--- src/rtl/spi_frame_receiver.sv ---
// +--------------------------------------------------------------------------+
// | spi_frame_receiver : mode-0 SPI slave frame capture into a show-ahead FIFO |
// | Rev 1.0                                                                  |
// +--------------------------------------------------------------------------+
`timescale 1ns/1ps
`default_nettype none

module spi_frame_receiver #(
  parameter int unsigned FRAME_BITS = 24,
  parameter int unsigned FIFO_DEPTH = 4
) (
  input  logic                          clk,
  input  logic                          rst,
  input  logic                          spi_clock,
  input  logic                          spi_data,
  input  logic                          cs_n,
  output logic [FRAME_BITS-1:0]         rx_data,
  output logic                          rx_valid,
  input  logic                          rx_ready,
  output logic [$clog2(FIFO_DEPTH):0]   fifo_count,
  output logic                          busy,
  output logic                          frame_err,
  output logic                          overflow,
  input  logic                          clr_err
);

  localparam int unsigned          c_addr_w   = $clog2(FIFO_DEPTH);
  localparam int unsigned          c_cnt_w    = $clog2(FRAME_BITS + 2);
  localparam logic [c_cnt_w-1:0]   c_cnt_full = c_cnt_w'(FRAME_BITS);
  localparam logic [c_cnt_w-1:0]   c_cnt_sat  = c_cnt_w'(FRAME_BITS + 1);
  localparam logic [c_addr_w:0]    c_depth    = (c_addr_w + 1)'(FIFO_DEPTH);

  typedef enum logic [1:0] {
    ST_DISARMED = 2'd0,
    ST_IDLE     = 2'd1,
    ST_SHIFT    = 2'd2
  } state_t;

  state_t                 state_q, state_d;
  logic [2:0]             sclk_sync_q, data_sync_q, cs_sync_q;
  logic [1:0]             prime_q;
  logic [c_cnt_w-1:0]     bit_cnt_q, bit_cnt_d;
  logic [FRAME_BITS-1:0]  shift_q, shift_d;
  logic [c_addr_w-1:0]    wr_ptr_q, rd_ptr_q;
  logic [c_addr_w:0]      count_q, count_d;
  logic                   overflow_q, overflow_d;
  logic                   frame_err_q;
  logic [FRAME_BITS-1:0]  mem_q [FIFO_DEPTH];

  logic w_sclk_rise, w_cs_fall, w_cs_rise, w_sample, w_eval;
  logic w_frame_ok, w_frame_bad, w_full, w_pop, w_push, w_drop;

  // Stage [1] is the synchronized level, stage [2] its one-clk-old copy.
  always_ff @(posedge clk or posedge rst) begin
    if (rst) begin
      sclk_sync_q <= 3'b111;
      data_sync_q <= 3'b111;
      cs_sync_q   <= 3'b111;
      prime_q     <= 2'b00;
    end else begin
      sclk_sync_q <= {sclk_sync_q[1:0], spi_clock};
      data_sync_q <= {data_sync_q[1:0], spi_data};
      cs_sync_q   <= {cs_sync_q[1:0], cs_n};
      prime_q     <= {prime_q[0], 1'b1};
    end
  end

  assign w_sclk_rise = sclk_sync_q[1] & ~sclk_sync_q[2];
  assign w_cs_fall   = ~cs_sync_q[1] & cs_sync_q[2];
  assign w_cs_rise   = cs_sync_q[1] & ~cs_sync_q[2];

  // Arming waits for prime_q so the reset value of the synchronizer is never
  // mistaken for a real cs_n-high observation.
  always_comb begin
    state_d = state_q;
    w_eval  = 1'b0;
    case (state_q)
      ST_DISARMED: if (prime_q[1] && cs_sync_q[1]) state_d = ST_IDLE;
      ST_IDLE:     if (w_cs_fall) state_d = ST_SHIFT;
      ST_SHIFT: begin
        if (w_cs_rise) begin
          state_d = ST_IDLE;
          w_eval  = 1'b1;
        end
      end
      default:     state_d = ST_DISARMED;
    endcase
  end

  // Data is taken from stage [2]; it settled long before the clock edge.
  assign w_sample = (state_q == ST_SHIFT) && !cs_sync_q[1] && w_sclk_rise;

  always_comb begin
    bit_cnt_d = bit_cnt_q;
    shift_d   = shift_q;
    if (w_cs_fall) begin
      bit_cnt_d = '0;
    end else if (w_sample && (bit_cnt_q != c_cnt_sat)) begin
      bit_cnt_d = bit_cnt_q + c_cnt_w'(1);
    end
    if (w_sample) begin
      shift_d = {shift_q[FRAME_BITS-2:0], data_sync_q[2]};
    end
  end

  assign w_frame_ok  = w_eval && (bit_cnt_q == c_cnt_full);
  assign w_frame_bad = w_eval && (bit_cnt_q != c_cnt_full);
  assign w_full      = (count_q == c_depth);
  assign w_pop       = rx_valid && rx_ready;
  assign w_push      = w_frame_ok && (!w_full || w_pop);
  assign w_drop      = w_frame_ok && w_full && !w_pop;

  always_comb begin
    count_d = count_q;
    case ({w_push, w_pop})
      2'b10:   count_d = count_q + (c_addr_w + 1)'(1);
      2'b01:   count_d = count_q - (c_addr_w + 1)'(1);
      default: count_d = count_q;
    endcase
    overflow_d = overflow_q;
    if (w_drop) begin
      overflow_d = 1'b1;
    end else if (clr_err) begin
      overflow_d = 1'b0;
    end
  end

  always_ff @(posedge clk or posedge rst) begin
    if (rst) begin
      state_q     <= ST_DISARMED;
      bit_cnt_q   <= '0;
      shift_q     <= '0;
      wr_ptr_q    <= '0;
      rd_ptr_q    <= '0;
      count_q     <= '0;
      overflow_q  <= 1'b0;
      frame_err_q <= 1'b0;
    end else begin
      state_q     <= state_d;
      bit_cnt_q   <= bit_cnt_d;
      shift_q     <= shift_d;
      count_q     <= count_d;
      overflow_q  <= overflow_d;
      frame_err_q <= w_frame_bad;
      if (w_push) wr_ptr_q <= wr_ptr_q + c_addr_w'(1);
      if (w_pop)  rd_ptr_q <= rd_ptr_q + c_addr_w'(1);
    end
  end

  always_ff @(posedge clk) begin
    if (w_push) mem_q[wr_ptr_q] <= shift_q;
  end

  assign rx_valid   = (count_q != '0);
  assign rx_data    = rx_valid ? mem_q[rd_ptr_q] : '0;
  assign fifo_count = count_q;
  assign busy       = (state_q == ST_SHIFT);
  assign frame_err  = frame_err_q;
  assign overflow   = overflow_q;

endmodule

`default_nettype wire

--- config.mk ---
export PLATFORM = sky130hd
export DESIGN_NAME = spi_frame_receiver
export DESIGN_NICKNAME = d
export VERILOG_FILES = /design/src/rtl/spi_frame_receiver.sv
export SDC_FILE = /design/constraint.sdc
export NUM_CORES = 1
export LEC_CHECK = 0
export CAP_MARGIN = 20
export CELL_PAD_IN_SITES_DETAIL_PLACEMENT = 1
export CELL_PAD_IN_SITES_GLOBAL_PLACEMENT = 2
export CORE_UTILIZATION = 48
export CTS_CLUSTER_DIAMETER = 60
export DETAILED_ROUTE_END_ITERATION = 8
export PLACE_DENSITY_LB_ADDON = 0.12
export SLEW_MARGIN = 30
export SYNTH_ARGS = -nofsm -noshare
export SYNTH_HDL_FRONTEND = slang
export SYNTH_SLANG_ARGS = --single-unit
--- constraint.sdc ---
create_clock -name clk -period 4.15 [get_ports clk]
set_clock_uncertainty 0.05 [all_clocks]
set_input_delay 0.415 -clock clk [delete_from_list [all_inputs] [get_ports clk]]
set_output_delay 0.415 -clock clk [all_outputs]
set_load 0.05 [all_outputs]
==> metrics.md, run 1 <==
| Metric | Value |
|---|---|
| Status | `complete, but fails checks` |
| Failing checks | `design-rule violations` |
| Slowest stage delay, CP | `0.79 ns` |
| Final Hold Fails | `0` |
| Antenna-violating nets left | `0` |
| Distinct cells, synth | `42` |
| Top post-synthesis cells by area | `edfxtp_1 (50%), dfrtp_1 (18%), mux4_2 (9.3%)` |
| Final setup vio count | `0` |
| Number of synthesized flops with an enable pin | `96` |
| Cell Rows | `39` |
| Crit start category | `flop` |
| Antenna violations before repair | `0` |
| Warnings, synthesis | `0` |
| Pre-antenna DRT Iters | `6` |
| Total Routing Usage GR | `19.37%` |
| Clock power share | `33.9%` |
| Worst setup margin | `0.7986 ns` |
| Initial Util | `50.02%` |
| Post-CTS Resized | `0` |
| Combinational group share of total power | `24.4%` |
| Core Area | `11,560 um^2` |
| DP Worst Slack | `1.163 ns` |
| Vias post-DR | `2,893` |
| Num CTS Buffers | `17` |
| RSZ-0062 raised after global routing | `no` |
| Hold WC Path Type | `in -> async` |
| Worst Reg-to-Reg Cells | `6` |
| CTS tree | `built` |
| Clk sinks | `147` |
| Minimum clock period | `3.351 ns` |
| Clock latency at the later pin of the worst-skew pair | `0.41 ns` |
| Final GP Congestion | `0.6963` |
| Top FF cell, synth | `edfxtp_1` |
| Fillers | `1,016` |
| Arrival time worst endpoint | `2.89 ns` |
| Post-CTS Hold Buffers | `0` |
| Non-filler cells, final | `524` |
| # Max-Cap Violations | `0` |
| Post-synthesis area per instance | `18.30 um^2` |
| PD cells | `590.9 nW/um^2` |
| Post-Syn Area | `5784 um^2` |
| IO buf count | `37` |
| Period utilization | `80.76%` |
| Critical-path top delay cell | `dfrtp_1` |
| Fin. max-slew vios | `0` |
| DRT Wirelength | `10,610 um` |
| Sw Share | `31.94%` |
| Critical Path Source | `rd_ptr_q[0]` |
| First-pass GRT wire length | `17,770 um` |
| CP Capture Type | `output port` |
| Syn_nets | `331` |
| Initial DRC count | `94` |
| DR DRC count | `2` |
| Post-synth top area share | `49.84%` |
| Htree depth | `4` |
| CP cell instances | `buf_12 -> mux4_2 -> and2_1 -> clkdlybuf4s50_1` |
| Asr flop ratio synth | `34.69%` |
| Peak Freq | `298.4 MHz` |
| Die area | `12,490 um^2` |
| Reg-to-reg slack, setup | `1.44 ns` |
| IO Pins | `38` |
| Rel. slew slack | `52.23%` |
| Drt via density | `5.521` |
| Cell Int Power | `2.773 mW` |
| Die height | `111.8 um` |
| Post-DP HPWL | `6019 um` |
| R2r endpoint | `fifo_count[1]` |
| Least-Margin Pin Slew | `0.7066 ns` |
| Clock Root Buffer | `clkbuf_16` |
| Clk buf depth | `2` |
| Register area share after synthesis | `72.10%` |
| Largest net degree at the start of global routing | `50` |
| Share of cells above drive strength 1 | `27.03%` |
| CP Max Fanout | `16` |
| Syn Inst Count | `316` |
| Area leader, netlist | `edfxtp_1` |
| Crit path required time | `3.68 ns` |
| Max VDD drop | `0.0003328 V` |
| Final hold slack | `0.1113 ns` |
| Setup tns final | `0 ns` |
| Vias in the first global route | `3,246` |
| Reg2Reg Launch Point | `fifo_count[0]` |
| Gr ovfl total | `0` |
| Reg clk slew, reported paths | `0.06 ns` |
| NetSw | `1.302 mW` |
| CP Class | `reg -> out` |
| Area grow syn2layout | `19.21%` |
| Synthesized flop and latch total | `147` |
| Final nets | `383` |
| Seq pwr share | `41.7%` |
| Post-DR wirelength/cell | `20.25 um` |
| Die W | `111.8 um` |
| Lkg Pwr | `2.543 nW` |
| Placed cells | `492` |
| Antenna cell count | `0` |
| Setup Buffers After CTS | `0` |
==> cells in the mapped netlist, types with 2 or more instances <==
cell type / n
inv_1: 9
nand2_1: 8
o21ai_0: 3
clkbuf_1: 3
nor2_1: 8
and2_1: 28
nand3_1: 3
edfxtp_1: 96
mux2_2: 25
mux4_2: 24
xor2_1: 2
dfstp_2: 9
nand4b_1: 2
nand4bb_1: 2
buf_2: 8
o211ai_1: 2
nor2b_1: 2
xnor2_1: 6
ha_1: 7
dfrtp_1: 42
or3_1: 2
nor4b_1: 4
a21oi_1: 2
==> registers in the layout (all words and copies together), names as in the netlist, 2 cells and up <==
| name | cells |
|---|---|
| cs_sync_q | 3 |
| mem_q | 96 |
| data_sync_q | 3 |
| prime_q | 2 |
| shift_q | 24 |
| fifo_count | 3 |
| bit_cnt_q | 5 |
| state_q | 2 |
| sclk_sync_q | 3 |
| wr_ptr_q | 2 |
| rd_ptr_q | 2 |
==> critical path: cells and delay by family (launching register included) <==
| kind | cells | cell delay, ns |
|---|---|---|
| buffers and inverters | 2 | 0.96 |
| DFF | 1 | 0.79 |
| muxes | 1 | 0.54 |
| and+or+nand+nor | 1 | 0.17 |
==> cell usage in the layout (no fill, tap or decap), drive strengths merged, types with 3 or more instances in the layout <==
cell           synthesis  final
and2                  29     29
clkdlybuf4s50          0     37
clkinvlp               0      3
clkinv                 0      7
nor2                   9      9
edfxtp                96     96
xnor2                  6      6
o21ai                  3      3
dfstp                  9      9
nand2                  8      8
clkbuf                 3     18
buf                    9      8
dfrtp                 42     42
mux4                  24     24
ha                     7      7
nand3                  3      3
inv                    9     13
nor4b                  4      4
mux2                  25     25
==> cell families (layout without fill, tap and decap cells) <==
| group | after synthesis | after routing | synth area share [%] |
|---|---|---|---|
| XOR/XNOR | 8 | 8 | 1.211 |
| multiplexers | 49 | 49 | 14.21 |
| AND/OR/NAND/NOR | 69 | 69 | 7.463 |
| adder cells (fa/ha/maj) | 8 | 8 | 1.860 |
| flip-flops | 147 | 147 | 72.10 |
| other | 1 | 1 | 0.06483 |
| AO/OA/AOI/OAI | 13 | 13 | 1.557 |
| buffers and inverters | 21 | 86 | 1.536 |
==> layer usage <==
layer | global-route usage [%] | up-vias | share of wire, %
met2 | 31.47 | 45 | 51
met4 | 6.486 | 0 | 0.90
met3 | 5.444 | 10 | 3.1
met5 | 0 | - | 0
li1 | - | 1305 | -
met1 | 25.29 | 1533 | 45
==> layout make-up <==
class,count,area [um^2],area share (%)
Inverter,9,33.78,0.4899
Clock buffer,18,439.2,6.369
Timing Repair Buffer,45,442.9,6.424
Sequential cell,147,4170,60.48
Tap cell,143,178.9,2.595
Clock inverter,14,103.9,1.506
Multi-Input combinational cell,148,1526,22.14
==> power by group through the flow <==
stage / clock, mW / combinational [mW] / sequential [mW]
final: 1.38 / 0.995 / 1.70
after global routing: 1.47 / 1.06 / 1.71
after CTS: 1.42 / 1.02 / 1.70
after detailed placement: 0 / 1.00 / 1.73
after global placement: 0 / 0.995 / 1.72
after floorplan: 0 / 0.693 / 1.72
==> worst max path at each step <==
stage | endpoint | slack (ns) | cells past startpoint
final | rx_data[17] | 0.80 | 4
after global routing | rx_data[17] | 0.63 | 4
after CTS | rx_data[17] | 0.72 | 4
after detailed placement | rx_data[17] | 1.16 | 4
after global placement | rx_data[17] | 1.21 | 4
after floorplan | fifo_count[2] | 1.65 | 8
==> per-stage QoR <==
step                util [%]  power [mW]  instance area, um^2
global placement       54.92       2.718                 6351
CTS                    59.61       4.133                 6894
detailed placement     54.92       2.734                 6351
global route           59.62       4.242                 6895
finish                 59.62       4.075                 6895
floorplan                  -       2.408                 5784
No activity file was read; power rests on OpenSTA's default activity.
==> run 2: changes to the inputs <==
Settings changed: CORE_UTILIZATION 48 to 40.
Clock period 4.15 ns to 2.85 ns, I/O delays scaled along.
==> run 2 against run 1 <==
  * First-iteration DRC count up 48%
  * The run now ends clean
  * Final cell count is 7.1% higher
  * Highest routed layer unchanged
  * Clock power increased by 62%
  * Power grew 51%
  * Critical endpoint is now rx_valid
==> metrics.md, run 2 (synthesized netlist as in run 1, its figures left out) <==
| Metric | Value |
|---|---|
| Rel. slew slack | `61.07%` |
| Final total power | `6.139 mW` |
| PD cells | `874.2 nW/um^2` |
| First-pass GRT wire length | `16,480 um` |
| Core Area | `13,990 um^2` |
| # Max-Cap Violations | `0` |
| Post-DR wirelength/cell | `18.25 um` |
| Antenna cell count | `0` |
| Total Routing Usage GR | `15.76%` |
| IO Pins | `38` |
| Crit path required time | `2.52 ns` |
| DP Worst Slack | `0.2889 ns` |
| Least-Margin Pin Slew | `0.5840 ns` |
| Slowest stage delay, CP | `0.73 ns` |
| DRT Wirelength | `10,240 um` |
| Commonest non-fill, non-tap cell in the layout | `edfxtp_1` |
| Largest net degree at the start of global routing | `29` |
| Pre-antenna DRT Iters | `4` |
| CP Capture Type | `output port` |
| Drt via density | `5.002` |
| Max VDD drop | `0.0005024 V` |
| Clock Root Buffer | `clkbuf_16` |
| Crit start category | `flop` |
| Htree depth | `4` |
| Area grow syn2layout | `21.41%` |
| Clk sinks | `147` |
| Arrival time worst endpoint | `2.27 ns` |
| CP Class | `reg -> out` |
| Num CTS Buffers | `17` |
| Final Hold Fails | `0` |
| Initial DRC count | `139` |
| Clock latency at the later pin of the worst-skew pair | `0.42 ns` |
| CTS tree | `built` |
| Die height | `122.3 um` |
| Final setup vio count | `0` |
| CP Max Fanout | `25` |
| Post-DP HPWL | `5805 um` |
| Final GP Congestion | `0.6931` |
| RSZ-0062 raised after global routing | `no` |
| Largest register by flop count | `mem_q` |
| CP cell instances | `or3_1 -> buf_4 -> clkdlybuf4s50_1` |
| Antenna-violating nets left | `0` |
| Post-CTS Resized | `0` |
| Critical-path top delay cell | `clkdlybuf4s50_1` |
| DR DRC count | `0` |
| Setup Buffers After CTS | `0` |
| Cell Rows | `43` |
| Setup tns final | `0 ns` |
| Most frequent cells in the layout | `edfxtp_1 (96), dfrtp_1 (42), and2_1 (28)` |
| Hold WC Path Type | `in -> async` |
| Period utilization | `91.30%` |
| Minimum clock period | `2.602 ns` |
| Die W | `122.3 um` |
| Final nets | `384` |
| Peak Freq | `384.3 MHz` |
| Share of cells above drive strength 1 | `32.02%` |
| Gr ovfl total | `0` |
| Lkg Pwr | `2.628 nW` |
| Worst setup margin | `0.2478 ns` |
| IO buf count | `37` |
| Die area | `14,950 um^2` |
| Initial Util | `41.35%` |
| Antenna violations before repair | `0` |
| Biggest regs | `mem_q x96, shift_q x24, bit_cnt_q x5` |
| Status | `finished, final reports clean` |
| Reg clk slew, reported paths | `0.06 ns` |
| Clk buf depth | `2` |
| Largest register FFs | `96` |
| Post-CTS Hold Buffers | `0` |
| Vias in the first global route | `2,959` |
| Vias post-DR | `2,806` |
| Fin. max-slew vios | `0` |
run 2: cell count changes in the layout (fill, tap and decap cells not counted), sizes merged:
cell           previous run  this run
inv                      13         9
clkbuf                   18        22
clkdlybuf4s50            37        13
clkinv                    7         6
bufinv                    0         3
clkinvlp                  3         0
buf                       8        33
run 2: final cells by class:
class	instances	area [um^2]
Fill cell	1333	6965
Inverter	9	33.78
Multi-Input combinational cell	148	1525
Timing Repair Buffer	46	465.4
Sequential cell	147	4170
Tap cell	180	225.2
Clock buffer	22	474.2
Clock inverter	9	128.9
run 2: layer usage:
metal,routed length (um),up-vias,global-route usage [%],part of all wire [%]
met4,174,0,7.774,1.7
met5,0,-,0,0
met1,4705,1445,20.46,46
met2,5085,40,24.68,50
met3,275,12,4.043,2.7
li1,-,1309,-,-
run 2: final timing paths:
| kind | cells after the start | slack (ns) | endpoint | from |
|---|---|---|---|---|
| setup / recovery | 3 | 0.25 | rx_valid | fifo_count[0] |
| hold / removal | 2 | 0.18 | shift_q[4] | rst |
| setup reg to reg | 9 | 0.28 | fifo_count[2] | bit_cnt_q[0] |
| hold reg to reg | 0 | 0.30 | prime_q[1] | prime_q[0] |
| max in group asynchronous | 3 | 2.01 | fifo_count[2] | rst |
| min in group clk | 1 | 0.22 | cs_sync_q[0] | cs_n |
run 2: metrics by stage:
step,area [um^2],util (%),std cells,hold slack (ns)
2_1_floorplan,5784,-,316,0.2395
3_3_place_gp,6420,45.89,530,0.2850
3_5_place_dp,6420,45.89,530,0.2865
4_1_cts,7023,50.21,561,0.1916
5_1_grt,7023,50.21,561,0.2108
6_report,7023,50.21,561,0.1819
run 2: report_power, final:
| part | internal [mW] | switching [mW] |
|---|---|---|
| clock network | 1.44 | 0.798 |
| registers | 2.34 | 0.117 |
| logic | 0.548 | 0.902 |
run 2: critical path: cells and delay by family, from the launching register on:
kind                   cells  cell delay [ns]
flip-flops                 1             0.44
buffers and inverters      2             0.98
AND/OR/NAND/NOR            1             0.43
==> run 3: changes to the inputs <==
Settings changed: CORE_ASPECT_RATIO from default to 1.5.
==> run 3 against run 2 <==
  * Combinational power barely moved
  * Sequential share of layout area barely moved
  * Design area barely moved
  * Non-clock buffer count rose by 4
  * Sequential cell count did not move
  * Power rose by 0.59%
  * Wire length rose by 6.5%
  * Fmax rose by 1.1%
  * Final cell count rose by 3.0%
  * Utilization fell by 0.27 points
  * Clock power barely moved
==> metrics.md, run 3 (synthesized netlist as in run 1, its figures left out) <==
| Metric | Value |
|---|---|
| Least-Margin Pin Slew | `0.5764 ns` |
| Total Routing Usage GR | `16.72%` |
| Fin. max-slew vios | `0` |
| Die area | `14,960 um^2` |
| CP Class | `reg -> out` |
| Largest register by flop count | `mem_q` |
| Initial Util | `41.14%` |
| Pre-antenna DRT Iters | `6` |
| Final Util | `49.94%` |
| Area grow syn2layout | `21.37%` |
| Lkg Pwr | `2.625 nW` |
| Clk sinks | `147` |
| Crit path required time | `2.52 ns` |
| Slowest stage delay, CP | `0.71 ns` |
| Share of cells above drive strength 1 | `33.42%` |
| Minimum clock period | `2.574 ns` |
| Final nets | `388` |
| Final Hold Fails | `0` |
| Die W | `100.2 um` |
| Initial DRC count | `117` |
| Die height | `149.3 um` |
| Vias post-DR | `2,903` |
| Post-CTS Resized | `0` |
| Commonest non-fill, non-tap cell in the layout | `edfxtp_1` |
| Clk buf depth | `2` |
| Met2 usage | `29.83%` |
| Reg clk slew, reported paths | `0.06 ns` |
| Biggest regs | `mem_q x96, shift_q x24, bit_cnt_q x5` |
| Final setup vio count | `0` |
| Setup Buffers After CTS | `0` |
| Antenna-violating nets left | `0` |
| Period utilization | `90.30%` |
| Global route hottest layer | `met2` |
| IO buf count | `37` |
| Clock Root Buffer | `clkbuf_16` |
| Antenna cell count | `0` |
| DRT Wirelength | `10,910 um` |
| CP Buf/Inv Count | `2` |
| # Max-Cap Violations | `0` |
| Max VDD drop | `0.0004875 V` |
| Gr ovfl total | `0` |
| Post-DR wirelength/cell | `18.87 um` |
| Post-CTS Hold Buffers | `0` |
| CP Max Fanout | `11` |
| Status | `finished, final reports clean` |
| Arrival time worst endpoint | `2.24 ns` |
| Hold WC Path Type | `in -> async` |
| Htree depth | `4` |
| Fillers | `1,369` |
| Post-DP HPWL | `6727 um` |
| Clock latency at the later pin of the worst-skew pair | `0.41 ns` |
| Most frequent cells in the layout | `edfxtp_1 (96), dfrtp_1 (42), buf_4 (34)` |
| Met1 Use GR | `18.68%` |
| Num CTS Buffers | `17` |
| Cell Rows | `53` |
| First-pass GRT wire length | `18,000 um` |
| Critical-path top delay cell | `dfrtp_1` |
| Crit start category | `flop` |
| Vias in the first global route | `3,235` |
| Peak Freq | `388.6 MHz` |
| Critical path's top delay family | `flip-flops` |
| Grt met3 use | `4.171%` |
| Setup tns final | `0 ns` |
| Antenna violations before repair | `0` |
| PD cells | `879.6 nW/um^2` |
| Largest register FFs | `96` |
| Rel. slew slack | `61.57%` |
| DR DRC count | `0` |
| IO Pins | `38` |
| Reg-to-reg slack, setup | `0.36 ns` |
| Largest net degree at the start of global routing | `29` |
| CTS tree | `built` |
| CP Capture Type | `output port` |
| Core Area | `14,060 um^2` |
| Final GP Congestion | `0.7413` |
| Drt via density | `5.022` |
| RSZ-0062 raised after global routing | `no` |
| CP cell instances | `buf_12 -> mux4_2 -> and2_1 -> buf_4` |
-- run 3: changes by cell type in the layout (fill, tap and decap cells not counted), sizes merged --
cell / change
clkbuf: -5
buf: +4
clkinv: -2
clkinvlp: +4
inv: +4
-- run 3: metrics by stage --
step / setup slack (ns) / power [mW] / hold slack (ns) / std cells / area [um^2]
floorplan: 0.3513 / 3.506 / 0.2395 / 316 / 5784
global placement: 0.3309 / 3.983 / 0.2873 / 546 / 6415
detailed placement: 0.3111 / 3.994 / 0.2911 / 546 / 6415
CTS: 0.1872 / 6.274 / 0.2050 / 578 / 7020
global route: 0.1290 / 6.434 / 0.2097 / 578 / 7020
finish: 0.2764 / 6.175 / 0.2056 / 578 / 7020
-- run 3: routing by layer --
| layer | routed length, um | share of wire [%] |
|---|---|---|
| met2 | 6080 | 56 |
| met3 | 245 | 2.2 |
| met1 | 4416 | 40 |
| met5 | 0 | 0 |
| met4 | 163 | 1.5 |
-- run 3: final cells by class --
cell class | instances | area (um^2) | share of cell area [%]
inverter | 9 | 33.78 | 0.4812
sequential | 147 | 4170 | 59.40
tap | 192 | 240.2 | 3.422
multi-input combinational | 148 | 1525 | 21.73
clock buffer | 17 | 425.4 | 6.060
clock inverter | 15 | 180.2 | 2.566
timing repair buffer | 50 | 445.4 | 6.345
-- run 3: path summary, 6_finish.rpt --
check,startpoint,to,depth (start not counted)
worst max-delay path,rd_ptr_q[0],rx_data[17],4
max in group asynchronous,rst,cs_sync_q[2],3
worst min-delay path,rst,shift_q[5],2
worst max register to register,bit_cnt_q[0],fifo_count[2],9
min in group clk,spi_clock,sclk_sync_q[0],1
worst min register to register,data_sync_q[0],data_sync_q[1],0
-- run 3: power by group --
group / switching (mW) / internal (mW) / total (mW)
Combinational: 0.910 / 0.559 / 1.47
Clock: 0.875 / 1.38 / 2.26
Sequential: 0.111 / 2.34 / 2.45
